$ cat config.mk
export PLATFORM = sky130hd
export DESIGN_NAME = ahb_addr_decoder
export DESIGN_NICKNAME = d
export VERILOG_FILES = /design/src/rtl/bus_pkg.sv /design/src/rtl/ahb_default_slave.sv /design/src/rtl/ahb_addr_decoder.sv
export SDC_FILE = /design/constraint.sdc
export NUM_CORES = 1
export LEC_CHECK = 0
export BUFFER_PORTS_ARGS = -buffer_cell sky130_fd_sc_hd__buf_2
export CAP_MARGIN = 20
export CORE_AREA = 3 3 40 42
export DETAILED_ROUTE_END_ITERATION = 12
export DIE_AREA = 0 0 43 45
export PLACE_DENSITY_LB_ADDON = 0.2
export SKIP_CTS_REPAIR_TIMING = 1
export SLEW_MARGIN = 10
export SYNTH_ARGS = -nofsm -noshare
export SYNTH_HDL_FRONTEND = slang
export SYNTH_SLANG_ARGS = --single-unit
$ cat constraint.sdc
create_clock -name CLK -period 1.04 [get_ports CLK]
set_input_delay 0.052 -clock CLK [delete_from_list [all_inputs] [get_ports CLK]]
set_output_delay 0.052 -clock CLK [all_outputs]
set_load 0.005 [all_outputs]
$ cat src/rtl/bus_pkg.sv
// Shared system-bus encodings (HTRANS, HRESP, data-phase select) and the default
// three-slave address map.
package bus_pkg;

   typedef enum logic [1:0] {
      HTRANS_IDLE   = 2'b00,
      HTRANS_BUSY   = 2'b01,
      HTRANS_NONSEQ = 2'b10,
      HTRANS_SEQ    = 2'b11
   } htrans_t;

   typedef enum logic [1:0] {
      HRESP_OKAY  = 2'b00,
      HRESP_ERROR = 2'b01,
      HRESP_RETRY = 2'b10,
      HRESP_SPLIT = 2'b11
   } hresp_t;

   typedef enum logic [1:0] {
      SEL_NONE = 2'b00,
      SEL_S1   = 2'b01,
      SEL_S2   = 2'b10,
      SEL_S3   = 2'b11
   } sel_t;

   localparam logic [31:0] MAP_S1_BASE = 32'h0000_0000;
   localparam logic [31:0] MAP_S1_MASK = 32'hF000_0000;
   localparam logic [31:0] MAP_S2_BASE = 32'h1000_0000;
   localparam logic [31:0] MAP_S2_MASK = 32'hF000_0000;
   localparam logic [31:0] MAP_S3_BASE = 32'h2000_0000;
   localparam logic [31:0] MAP_S3_MASK = 32'hF000_0000;

endpackage

$ cat src/rtl/ahb_default_slave.sv
// Default slave: answers active transfers to unmapped addresses with a two-cycle
// ERROR response; outputs are registered alongside the state.
module ahb_default_slave
   import bus_pkg::*;
(
   input  logic       CLK,
   input  logic       RST,
   input  logic       HREADY,
   input  logic [1:0] HTRANS,
   input  logic       hit_none,
   output logic       HREADYOUT_DEF,
   output logic [1:0] HRESP_DEF
);

   typedef enum logic [1:0] {
      ST_IDLE = 2'b00,
      ST_ERR1 = 2'b01,
      ST_ERR2 = 2'b10
   } state_t;

   state_t state_p1;
   logic   err_start;
   logic   unused_htrans0;

   // Only NONSEQ/SEQ (HTRANS[1]) count as active; IDLE/BUSY get a zero-wait OKAY.
   assign err_start      = HREADY & HTRANS[1] & hit_none;
   assign unused_htrans0 = HTRANS[0];

   always_ff @(posedge CLK) begin
      if (RST) begin
         state_p1      <= ST_IDLE;
         HREADYOUT_DEF <= 1'b1;
         HRESP_DEF     <= HRESP_OKAY;
      end else begin
         case (state_p1)
            ST_ERR1: begin
               state_p1      <= ST_ERR2;
               HREADYOUT_DEF <= 1'b1;
               HRESP_DEF     <= HRESP_ERROR;
            end
            default: begin
               if (err_start) begin
                  state_p1      <= ST_ERR1;
                  HREADYOUT_DEF <= 1'b0;
                  HRESP_DEF     <= HRESP_ERROR;
               end else begin
                  state_p1      <= ST_IDLE;
                  HREADYOUT_DEF <= 1'b1;
                  HRESP_DEF     <= HRESP_OKAY;
               end
            end
         endcase
      end
   end

endmodule

$ cat src/rtl/ahb_addr_decoder.sv
// Address-phase decoder for the three-slave bus: combinational HSEL lines, a
// registered data-phase SEL, and the built-in default slave.
module ahb_addr_decoder
   import bus_pkg::*;
#(
   parameter logic [31:0] S1_BASE = MAP_S1_BASE,
   parameter logic [31:0] S1_MASK = MAP_S1_MASK,
   parameter logic [31:0] S2_BASE = MAP_S2_BASE,
   parameter logic [31:0] S2_MASK = MAP_S2_MASK,
   parameter logic [31:0] S3_BASE = MAP_S3_BASE,
   parameter logic [31:0] S3_MASK = MAP_S3_MASK
)
(
   input  logic        CLK,
   input  logic        RST,
   input  logic [31:0] HADDR,
   input  logic [1:0]  HTRANS,
   input  logic        HREADY,
   output logic        HSEL_1,
   output logic        HSEL_2,
   output logic        HSEL_3,
   output logic [1:0]  SEL,
   output logic        HREADYOUT_DEF,
   output logic [1:0]  HRESP_DEF
);

   logic       hit1, hit2, hit3, hit_none;
   sel_t       sel_nxt;
   logic [1:0] sel_p1;

   assign hit1     = (HADDR & S1_MASK) == (S1_BASE & S1_MASK);
   assign hit2     = (HADDR & S2_MASK) == (S2_BASE & S2_MASK);
   assign hit3     = (HADDR & S3_MASK) == (S3_BASE & S3_MASK);
   assign hit_none = ~(hit1 | hit2 | hit3);

   // Overlapping regions resolve slave1 > slave2 > slave3.
   assign HSEL_1 = hit1;
   assign HSEL_2 = hit2 & ~hit1;
   assign HSEL_3 = hit3 & ~hit1 & ~hit2;

   always_comb begin
      sel_nxt = SEL_NONE;
      if (hit3) sel_nxt = SEL_S3;
      if (hit2) sel_nxt = SEL_S2;
      if (hit1) sel_nxt = SEL_S1;
   end

   // Data-phase boundary: SEL holds through wait states so a stalled slave keeps the mux.
   always_ff @(posedge CLK) begin
      if (RST)
         sel_p1 <= SEL_NONE;
      else if (HREADY)
         sel_p1 <= sel_nxt;
   end

   assign SEL = sel_p1;

   ahb_default_slave u_default_slave (
      .CLK           (CLK),
      .RST           (RST),
      .HREADY        (HREADY),
      .HTRANS        (HTRANS),
      .hit_none      (hit_none),
      .HREADYOUT_DEF (HREADYOUT_DEF),
      .HRESP_DEF     (HRESP_DEF)
   );

endmodule

==> Yosys cells after proc, flatten, opt, wreduce, memory -nomap -nowiden <==
Cells that the tools add are included.
{ "word_totals": {"input_bits": 37, "reg_bits": 7} }
{ "classes": {"bitwise_logic": 10, "n_reduce_logical": 2, "muxes": 7, "eq_ne": 3} }
{ "ops": {"columns": ["operator", "count"], "rows": [
  ["32-bit zero test", 1],
  ["2-bit two-way mux", 4],
  ["1-bit bitwise AND", 5],
  ["4-bit by 1-bit equality test with 1-bit output, second input constant", 1],
  ["4-bit by 2-bit equality test with 1-bit output, second input constant", 1],
  ["1-bit two-way mux", 3],
  ["1-bit NOT", 3],
  ["2-bit by 1-bit equality test with 1-bit output, second input constant", 1],
  ["1-bit bitwise OR", 2],
  ["2-bit OR reduction", 1]
]} }

==> Longest topological paths before layout <==
{ "depth": {"ltp_word": 7, "mapped_depth": 2, "ltp_nobuf": 2} }

==> Hierarchy <==
Synthesis repeated with hierarchy kept, for this count alone.
{ "hier_totals": {"cells_unflattened": 26, "area_unflattened_um2": 255.2} }
{ "modules_own_cells": {"columns": ["module", "cells_per_inst", "area_each_um2", "instances"], "rows": [
  ["ahb_default_slave", 13, 128.9, 1],
  ["ahb_addr_decoder", 13, 126.4, 1]
]} }

==> Worst setup path after synthesis <==
OpenSTA, ideal clock, no wires.
{ "synth_timing": {"path_kind": "input to register", "from": "input RST", "to": "register sel_p1[1] (netlist: SEL[1])", "required_time_ns": 0.948, "path_stages": 2, "arrival_time_ns": 0.647, "setup_ns": 0.092, "setup_slack_ns": 0.300, "cell_sequence": "or4b_1 > o32ai_1"} }
{ "synth_lines": {"columns": ["element", "line", "source"], "rows": [
  ["start, declared", "ahb_addr_decoder.sv:15", "input logic RST,"],
  ["end signal, assigned", "ahb_addr_decoder.sv:53", "sel_p1 <= sel_nxt;"],
  ["end, declared", "ahb_addr_decoder.sv:29", "logic [1:0] sel_p1;"]
]} }

==> Worst setup path after layout <==
{ "layout_timing": {"from": "register u_default_slave.state_p1[1]", "to": "register u_default_slave.state_p1[0]"} }
{ "layout_between": {"elab_chain_len": 2} }
{ "layout_lines": {"columns": ["element", "line", "source"], "rows": [
  ["start, declared", "ahb_default_slave.sv:21", "state_t state_p1;"],
  ["start signal, assigned", "ahb_default_slave.sv:31", "state_p1 <= ST_IDLE;"],
  ["start signal, assigned", "ahb_default_slave.sv:37", "state_p1 <= ST_ERR2;"],
  ["start signal, assigned", "ahb_default_slave.sv:43", "state_p1 <= ST_ERR1;"],
  ["2-bit by 1-bit equality test with 1-bit output", "ahb_default_slave.sv:35", "case (state_p1)"],
  ["2-bit OR reduction (no line)", null, null]
]} }
No other way between the ends.
A chain may end at the register's enable or synchronous reset.

==> results.py <==
metrics = {
    "sta": {
        "final.min_clock_period_ns": 0.728,
        "rsz0062_at_grt": "false",
        "setup_viol": 0,
        "hold_violations": 0,
        "tns_ns": 0,
        "setup_ws_ns": 0.312,
        "maxSlewViolCount": 0,
        "fmax_mhz": 1370,
        "fin_skew_ns": 0.000977,
        "period_share": 0.700,
    },
    "placement": {
        "io_buffer_count": 14,
        "pre_cts_slack_ns": 0.120,
        "postPlaceCellArea_um2": 338,
        "gp_congestion": 0.669,
    },
    "yosys": {
        "syn-num-nets": 62,
        "synth_top_area_share": 0.468,
        "synth-edff-count": 0,
        "yosysWarnings": 0,
        "synth_area_um2": 256,
        "synth_common_cells": "6 x dfxtp_1, 2 x nand2b_1, 2 x nor4b_1, 2 x or4b_1",
        "synth_top_area_cell": "dfxtp_1",
        "syn_avg_cell_area_um2": 10.3,
        "yosys-top-cells-area": "dfxtp_1 47%, or4b_1 7.8%, nor4b_1 6.8%",
        "async_flop_share": 0,
        "ys_types": 17,
        "synth.yosys.seq_area_share": 0.468,
        "ys_seq_elements": 6,
        "syn-instance-count": 25,
        "synth_flop_cell": "dfxtp_1",
        "synth.most_common_cell": "dfxtp_1",
    },
    "critical_path": {
        "worst-r2r-cell-count": 2,
        "cp-end-kind": "flop",
        "reg2reg_from": "u_default_slave.state_p1[1]",
        "cp_slowest_stage_delay_ns": 0.28,
        "r2r_slack_ns": 0.31,
        "crit_chain": "nand2b_1 > and3_1",
        "cp_data_arrival_time_ns": 0.86,
        "criticalPathCategory": "reg -> reg",
        "worstSetupStartpointType": "flop",
        "r2r_end": "u_default_slave.state_p1[0]",
        "crit_required_ns": 1.17,
        "cp_max_fo": 4,
        "cpMaxStageDelayCell": "dfxtp_1",
    },
    "clock_network": {
        "cts.reportedPaths.clkPinSlew_ns": 0.04,
        "cts_sinks": 6,
        "cts_made_buffers": 3,
        "root_buffer": "clkbuf_4",
        "htreeDepth": 1,
        "tritoncts": "built",
        "cts_buffer_depth": 2,
        "worstSkewPairLatency_ns": 0.24,
    },
    "route": {
        "antenna_left": 0,
        "first_iter_violations": 2,
        "routedWlPerCell_um": 9.64,
        "totalWireLength_um": 540,
        "vias": 248,
        "vias_per_cell": 4.43,
        "drc": 0,
        "dr.pass1.iters": 4,
    },
    "global_route": {
        "grt_pass1_wl_um": 765,
        "grt_overflow": 0,
        "grt_pass1_vias": 212,
        "grt_max_degree": 7,
        "grt_use_total": 0.0558,
        "antenna_found_initial": 0,
    },
    "power": {
        "irDropWorstVdd_uv": 301,
        "p_per_area_nw_per_um2": 1410,
        "p_leak_nw": 0.163,
    },
    "worst_hold_path": {
        "hold_class": "in -> reg",
        "min_path_cells": 2,
        "min_from": "RST",
        "min_to": "SEL[0]",
    },
    "layout": {
        "drive_gt1_frac": 0.439,
        "antennaDiodeCount": 0,
        "fill_cells": 143,
        "nets": 80,
        "syn_to_final_growth_pct": 40.5,
        "fin_area_um2": 360,
    },
    "floorplanning": {
        "io_pins": 45,
        "die_x_um": 43,
        "initial_core_util": 0.200,
        "core.rowCount": 13,
        "die_area_um2": 1940,
        "die_h_um": 45,
        "core-area_um2": 1280,
    },
    "flow_run": {
        "cap_violations": 0,
    },
    "outcome": {
        "status": "completed",
    },
}
==> per-layer routing <==
metal	up-vias	GRT usage	routed length, µm
li1	124	-	-
met1	107	0.0604	232
met2	15	0.0749	220
met3	2	0.00797	70
met4	0	0.0904	17
met5	-	0	0
==> worst max-delay path by stage <==
stage / from / slack, ns / to / depth (start not counted)
after floorplan: RST / 0.30 / SEL[1] / 2
after global placement: RST / 0.13 / SEL[1] / 3
after detailed placement: HADDR[28] / 0.12 / SEL[0] / 3
after CTS: SEL[0] / 0.30 / SEL[0] / 1
after global routing: u_default_slave.state_p1[1] / 0.28 / u_default_slave.state_p1[0] / 2
final: u_default_slave.state_p1[1] / 0.31 / u_default_slave.state_p1[0] / 2
==> registers in the layout, indices dropped and copies added (netlist names) <==
| name | cells |
|---|---|
| SEL | 2 |
| u_default_slave.HRESP_DEF | 1 |
| u_default_slave.HREADYOUT_DEF | 1 |
| u_default_slave.state_p1 | 2 |
==> through the flow <==
step	cells	hold slack (ns)	total power, mW	util
after floorplan	25	0.121	0.272	-
after global placement	53	0.286	0.304	0.263
after detailed placement	53	0.291	0.306	0.263
after CTS	56	0.0337	0.519	0.280
after global routing	56	0.0524	0.526	0.280
final	56	0.0370	0.507	0.280
==> layout make-up <==
type                            count  area (µm²)  area share
Multi-Input combinational cell     17         125       0.347
Sequential cell                     6         120       0.333
Timing Repair Buffer               14        70.1       0.194
Inverter                            1        3.75      0.0104
Clock buffer                        3        22.5      0.0625
Tap cell                           15        18.8      0.0521
==> logic make-up (layout without fill, tap and decap cells) <==
group,Yosys count,count (layout),synth area share
simple gates,11,11,0.312
flops,6,6,0.468
compound gates,4,4,0.127
buf+inv,2,18,0.0439
other cells,1,1,0.0146
xor+xnor,1,1,0.0342
==> critical path, delay by kind of cell (launching register included) <==
kind,cells,cell delay [ns]
flip-flops,1,0.28
AND/OR/NAND/NOR,2,0.34
==> power by group <==
part | internal, mW | leakage (nW) | switching, mW
clock network | 0.130 | 0.0138 | 0.0758
logic | 0.0299 | 0.100 | 0.0298
registers | 0.239 | 0.0490 | 0.00209
==> cells in the final DEF, fill, tap and decap left out <==
| cell type | instances |
|---|---|
| a211o_2 | 1 |
| a21oi_1 | 1 |
| and3_1 | 1 |
| and3b_1 | 1 |
| buf_2 | 14 |
| clkbuf_4 | 3 |
| conb_1 | 1 |
| dfxtp_1 | 6 |
| inv_1 | 1 |
| nand2b_1 | 2 |
| nand3_1 | 1 |
| nor2_1 | 1 |
| nor4_1 | 1 |
| nor4b_1 | 2 |
| o2bb2ai_1 | 1 |
| o32ai_1 | 1 |
| or4b_1 | 2 |
| xnor2_1 | 1 |
Power figures use the tool's default switching activity.
